`src/rtl/cic_pkg.sv`:
```
// Shared types, sizes and helpers for the CIC decimator.
package cic_pkg;

    localparam int STAGES_MAX = 4;
    localparam int DATA_W     = 32;

    typedef logic signed [DATA_W-1:0] acc_t;

    // Requested stage count -> usable stage count in 1..max_k.
    function automatic logic [7:0] clamp_k(input logic [7:0] req, input int max_k);
        if (req == 8'd0)
            return 8'd1;
        if (int'(req) > max_k)
            return 8'(max_k);
        return req;
    endfunction

endpackage

```
`src/rtl/cic_comb_stage.sv`:
```
// One comb section: y = x - x[previous decimation event], with load and clear.
module cic_comb_stage #(
    parameter int W = 32
) (
    input  logic                clk,
    input  logic                rst,
    input  logic                en,
    input  logic                clr,
    input  logic signed [W-1:0] din,
    output logic signed [W-1:0] dout
);
    import cic_pkg::*;

    logic signed [W-1:0] dly;

    always_ff @(posedge clk or negedge rst) begin
        if (!rst)
            dly <= '0;
        else if (clr)
            dly <= '0;
        else if (en)
            dly <= din;
    end

    assign dout = din - dly;

endmodule

```
`src/rtl/cic_decimator.sv`:
```
// Run-time configurable CIC decimator: 1-bit PDM in, DATA_W-bit PCM out.
// Define CIC_UNIPOLAR_INPUT_EN to map din=0 to 0 instead of -1.
module cic_decimator #(
    parameter int STAGES_MAX = cic_pkg::STAGES_MAX,
    parameter int DATA_W     = cic_pkg::DATA_W
) (
    input  logic              clk,
    input  logic              rst,
    input  logic              clk_en,
    input  logic              new_data,
    input  logic              din,
    input  logic [7:0]        comb_num,
    input  logic [15:0]       dec_num,
    output logic [DATA_W-1:0] out,
    output logic              out_rdy
);
    import cic_pkg::*;

    typedef logic signed [DATA_W-1:0] word_t;

    logic        cfg_loaded;
    logic [7:0]  k_q;
    logic [15:0] r_q;
    logic [15:0] cnt;

    // Until the first edge after reset the ports act as the live config.
    logic [7:0]  k_port;
    logic [7:0]  k_cur;
    logic [15:0] r_cur;
    assign k_port = clamp_k(comb_num, STAGES_MAX);
    assign k_cur  = cfg_loaded ? k_q : k_port;
    assign r_cur  = cfg_loaded ? r_q : dec_num;

    logic accept, cnt_last, dec_evt, k_chg;
    assign accept   = clk_en & new_data;
    assign cnt_last = (r_cur <= 16'd1) || (cnt >= r_cur - 16'd1);
    assign dec_evt  = accept & cnt_last;
    assign k_chg    = dec_evt && (k_port != k_cur);

    word_t x;
`ifdef CIC_UNIPOLAR_INPUT_EN
    assign x = din ? word_t'(1) : word_t'(0);
`else
    assign x = din ? word_t'(1) : '1;
`endif

    // Integrators: every stage updates from the previous-cycle values.
    word_t integ_q [STAGES_MAX];
    word_t integ_d [STAGES_MAX];

    always_comb begin
        integ_d[0] = integ_q[0] + x;
        for (int i = 1; i < STAGES_MAX; i++)
            integ_d[i] = integ_q[i] + integ_q[i-1];
    end

    always_ff @(posedge clk or negedge rst) begin
        if (!rst) begin
            for (int i = 0; i < STAGES_MAX; i++)
                integ_q[i] <= '0;
        end else if (accept) begin
            for (int i = 0; i < STAGES_MAX; i++)
                integ_q[i] <= integ_d[i];
        end
    end

    word_t tap;
    always_comb begin
        tap = integ_d[0];
        for (int i = 1; i < STAGES_MAX; i++)
            if (k_cur == 8'(i + 1))
                tap = integ_d[i];
    end

    // Unused upper stages are cleared every event so they stay at zero;
    // a k change clears everything so old and new configs never mix.
    logic [STAGES_MAX-1:0] comb_en, comb_clr;
    always_comb begin
        comb_en  = '0;
        comb_clr = '0;
        for (int i = 0; i < STAGES_MAX; i++) begin
            comb_en[i]  = dec_evt && (8'(i) < k_cur) && !k_chg;
            comb_clr[i] = dec_evt && ((8'(i) >= k_cur) || k_chg);
        end
    end

    word_t comb_out [STAGES_MAX];

    for (genvar g = 0; g < STAGES_MAX; g++) begin : g_comb
        word_t c_in, c_out;
        if (g == 0) begin : g_first
            assign c_in = tap;
        end else begin : g_next
            assign c_in = g_comb[g-1].c_out;
        end
        cic_comb_stage #(.W(DATA_W)) u_stage (
            .clk  (clk),
            .rst  (rst),
            .en   (comb_en[g]),
            .clr  (comb_clr[g]),
            .din  (c_in),
            .dout (c_out)
        );
        assign comb_out[g] = c_out;
    end

    word_t comb_sel;
    always_comb begin
        comb_sel = comb_out[0];
        for (int i = 1; i < STAGES_MAX; i++)
            if (k_cur == 8'(i + 1))
                comb_sel = comb_out[i];
    end

    always_ff @(posedge clk or negedge rst) begin
        if (!rst) begin
            cfg_loaded <= 1'b0;
            k_q        <= 8'd1;
            r_q        <= 16'd0;
            cnt        <= '0;
            out        <= '0;
            out_rdy    <= 1'b0;
        end else if (clk_en) begin
            out_rdy <= dec_evt;
            if (!cfg_loaded) begin
                cfg_loaded <= 1'b1;
                k_q        <= k_port;
                r_q        <= dec_num;
            end
            if (accept)
                cnt <= cnt_last ? '0 : cnt + 16'd1;
            if (dec_evt) begin
                out <= comb_sel;
                k_q <= k_port;
                r_q <= dec_num;
            end
        end else begin
            out_rdy <= 1'b0;
        end
    end

endmodule

```
`config.mk`:
```
export PLATFORM = sky130hd
export DESIGN_NAME = cic_decimator
export DESIGN_NICKNAME = d
export VERILOG_FILES = /design/src/rtl/cic_pkg.sv /design/src/rtl/cic_comb_stage.sv /design/src/rtl/cic_decimator.sv
export SDC_FILE = /design/constraint.sdc
export NUM_CORES = 1
export LEC_CHECK = 0
export BUFFER_PORTS_ARGS = -buffer_cell sky130_fd_sc_hd__clkbuf_2
export CAP_MARGIN = 20
export CORE_MARGIN = 1
export CORE_UTILIZATION = 60
export DETAILED_ROUTE_END_ITERATION = 16
export PLACE_DENSITY = 0.85
export RECOVER_POWER = 25
export SLEW_MARGIN = 10
export SYNTH_ARGS = -nofsm -noshare
export SYNTH_HDL_FRONTEND = slang
export SYNTH_SLANG_ARGS = --single-unit
```
`constraint.sdc`:
```
create_clock -name clk -period 10.7 [get_ports clk]
set_input_delay 1.07 -clock clk [delete_from_list [all_inputs] [get_ports clk]]
set_output_delay 1.07 -clock clk [all_outputs]
set_load 0.1 [all_outputs]
```
==> key figures <==
Logic synthesis
  • Mapped Area: between 20000 and 30000 um^2
  • Synth Area per Inst: between 8 and 9 um^2
  • Adder and majority cell fraction of the synthesized area: approximately an eighth
  • Leading area contributor after synthesis: dfrtp_1
  • Main synth FF type: dfrtp_1
  • Ys Warns: 0
  • Simple-Gate Fraction of Synth Area: 16.9%
  • Sequential cell area fraction in the yosys report: 30.2%
  • Synth top area cells: dfrtp_1 30%, ha_1 12%, nand2_1 7.3%
  • Largest family of logic cells by synthesized area: compound AO/OA/AOI/OAI gates
  • Post-synthesis cell type count: 107
  • Mux cell area share after synthesis: between 2 and 2.5%
  • Syn_nets: 3615
  • Post-Synth XOR/XNOR Area: 8.23%
  • Cells after Synth: 3312
  • Post-synth ARST share: 100%
  • Top cell type's share of synthesized area: ~30%
  • #FFs+latches synth: 330
  • Post-synthesis compound-gate area fraction: 25.2%
  • EDFF count, synth: 0

Place
  • HPWL Detailed: 53.4 mm
  • GPL Wtd Cong: 0.973
  • Number of port buffers: 61
  • DP Area: between 20000 and 30000 um^2

Run status
  • Status: finished, violations left
  • Failing checks: capacitance limit, slew limit

Die
  • Die H: 216 um
  • Cell Rows: 77
  • Ports: 62
  • Initial core utilization: 61.3%
  • Die Width: around 220 um
  • Die ar.: 46500 um^2
  • Core Footprint: 44600 um^2

CTS
  • CTS tree: done
  • Depth of the CTS H-tree: 2
  • CTS buffer count: 41
  • Hold Buf Count CTS: 0
  • Clock Latency Late Sink: around 0.57 ns
  • Root Driver: clkbuf_16
  • CTS Sinks: 330
  • Max clock buf depth: 3
  • Clock slew at reported path FFs: approximately 0.060 ns

Layout
  • Fin util: 67.3%
  • Antenna diode instance count: 0
  • Layout cells sized above 1: 8.41%
  • Area delta synth->final: 9.69%
  • Fin nets: 3671
  • Design area: 30000 um^2

Critical path
  • Max FO, Critical Path: 7
  • Crit. End Element: register
  • WP data required: 11.12 ns
  • CP max stage cell: mux2i_1
  • CP Class: primary input to register
  • Critical Path Most Common Cell: a21oi_1
  • Crit. Startpoint: comb_num[2]
  • Slowest Stage Delay on Critical Path: 0.66 ns
  • CP Launch Type: primary input
  • Crit path DAT: 10.48 ns
  • Worst r2r src: k_q[6]

Drt
  • Routed WL: 72.7 mm
  • Via/cell ratio: slightly above 6
  • Drt initial violations: 2277
  • Via Count: 24.5k
  • Residual DRC: 0
  • Final ANT Viol Nets: 0
  • Initial DRT Pass Iterations: 7
  • DR WL/cell: 18.2 um

STA
  • Post-route minimum period: 10.06 ns
  • Slew margin rel.: -202%
  • Final hold vios: 0
  • Final cycle utilization of the critical path: a little over nine tenths
  • F_max: 99.4 MHz
  • Least-Margin Pin Slew: approximately 4.5 ns
  • Skew final: 0.0177 ns
  • Count of pins over their slew limit: ~390
  • Final Setup Violations: 0

Flow run
  • Number of max-cap violations: 6

Global routing
  • Vias in the first global route: 23.4k
  • Largest net degree at the start of global routing: 84
  • GR Overflow Total: 0
  • Initial antenna violation count: 0
  • First-pass GRT wire length: 118 mm
  • GRT Util Overall: roughly 31%

Min path
  • Hold Startpoint: out[14]
  • Min-delay worst type: register to register
[worst max-delay path, delay by kind of cell]
kind / cells / cell delay (ns)
buffers and inverters: 2 / 0.33
AND/OR/NAND/NOR: 8 / 1.58
AO/OA/AOI/OAI: 23 / 4.14
XOR/XNOR: 5 / 1.07
adder cells (fa/ha/maj): 5 / 1.65
multiplexers: 1 / 0.66
[registers in the layout (all words and copies together) (netlist names)]
signal	flops
g_comb.u_stage.dly	128
integ_q	128
out	32
cnt	16
r_q	16
k_q	8
cfg_loaded	1
out_rdy	1
[routing by layer]
metal	wire length, um	global-route usage [%]	part of all wire [%]	vias to the layer above
met1	32800	42.6	45	11700
li1	-	-	-	12000
met2	33100	50.8	46	760
met5	0	0	0	-
met4	2630	11.3	3.6	0
met3	4140	3.35	5.7	159
[kinds of logic after synthesis]
logic type               after synthesis
adder cells (fa/ha/maj)              274
AO/OA/AOI/OAI                       1049
buffers and inverters                324
flip-flops                           330
multiplexers                          52
AND/OR/NAND/NOR                     1030
XOR/XNOR                             253
[cell usage in the layout (no fill, tap or decap), drive strengths merged, types with 27 or more instances in the layout]
cell type,netlist,routed
nand2,533,533
a211oi,52,52
o211ai,27,27
nand3,54,54
xor2,78,78
a22o,72,72
ha,266,266
a31oi,33,33
dfrtp,329,329
a21o,116,116
buf,43,61
o21a,52,52
xnor2,173,173
o21ai,247,247
nor3,59,59
nand2b,36,36
inv,211,212
nor2,198,198
o21bai,32,32
a21oi,264,264
clkbuf,70,129
[synth_stat cells (25+ instances only)]
library cell and number:
inv_1 209, a21oi_1 261, dfrtp_1 329, o21ai_1 25, a21o_1 116, nand3_1 54
xor2_1 78, nand2b_1 36, o211ai_1 26, o21ai_0 221, nand2_1 531, clkbuf_1 70
o21bai_1 32, nor2_1 194, a211oi_1 48, o21a_1 52, a22o_1 72, a31oi_1 31
mux2i_1 26, xnor2_1 172, ha_1 266, nor3_1 59
[final timing paths]
path                       slack [ns]          end  cells past startpoint
setup / recovery                 0.64      out[31]                     44
hold reg to reg                  0.47      out[14]                      2
setup reg to reg                 0.64      out[31]                     43
min in group asynchronous        2.11      out[10]                      1
max in group asynchronous        3.48  integ_q[89]                      2
hold / removal                   0.47      out[14]                      2
[area by class of cell]
type / instances / area, um^2
repair buffers: 126 / 805
clock inverters: 10 / 83.8
clock buffers: 64 / 1310
fillers: 3592 / 14600
multi-input cells: 2658 / 18000
flip-flops and latches: 330 / 8260
well taps: 592 / 741
inverters: 211 / 795
[stage by stage]
| step | setup slack, ns | cells | TNS (ns) | hold slack [ns] |
|---|---|---|---|---|
| after floorplan | 0.486 | 3312 | 0 | 0.444 |
| after global routing | -0.112 | 3991 | -0.136 | 0.494 |
| after detailed placement | -0.193 | 3911 | -0.193 | 0.456 |
| final | 0.639 | 3991 | 0 | 0.473 |
| after CTS | 0.135 | 3985 | 0 | 0.484 |
| after global placement | 0.0930 | 3911 | 0 | 0.451 |
[what timing repair did]
action                                  in CTS  in global routing
buffers inserted                             0                  6
resized for setup                            0                 42
endpoints found under the setup margin       0                  6
Power is left out: the tool's default activity adds up to more than one toggle a clock period on the data nets, which glitch-free logic cannot reach.
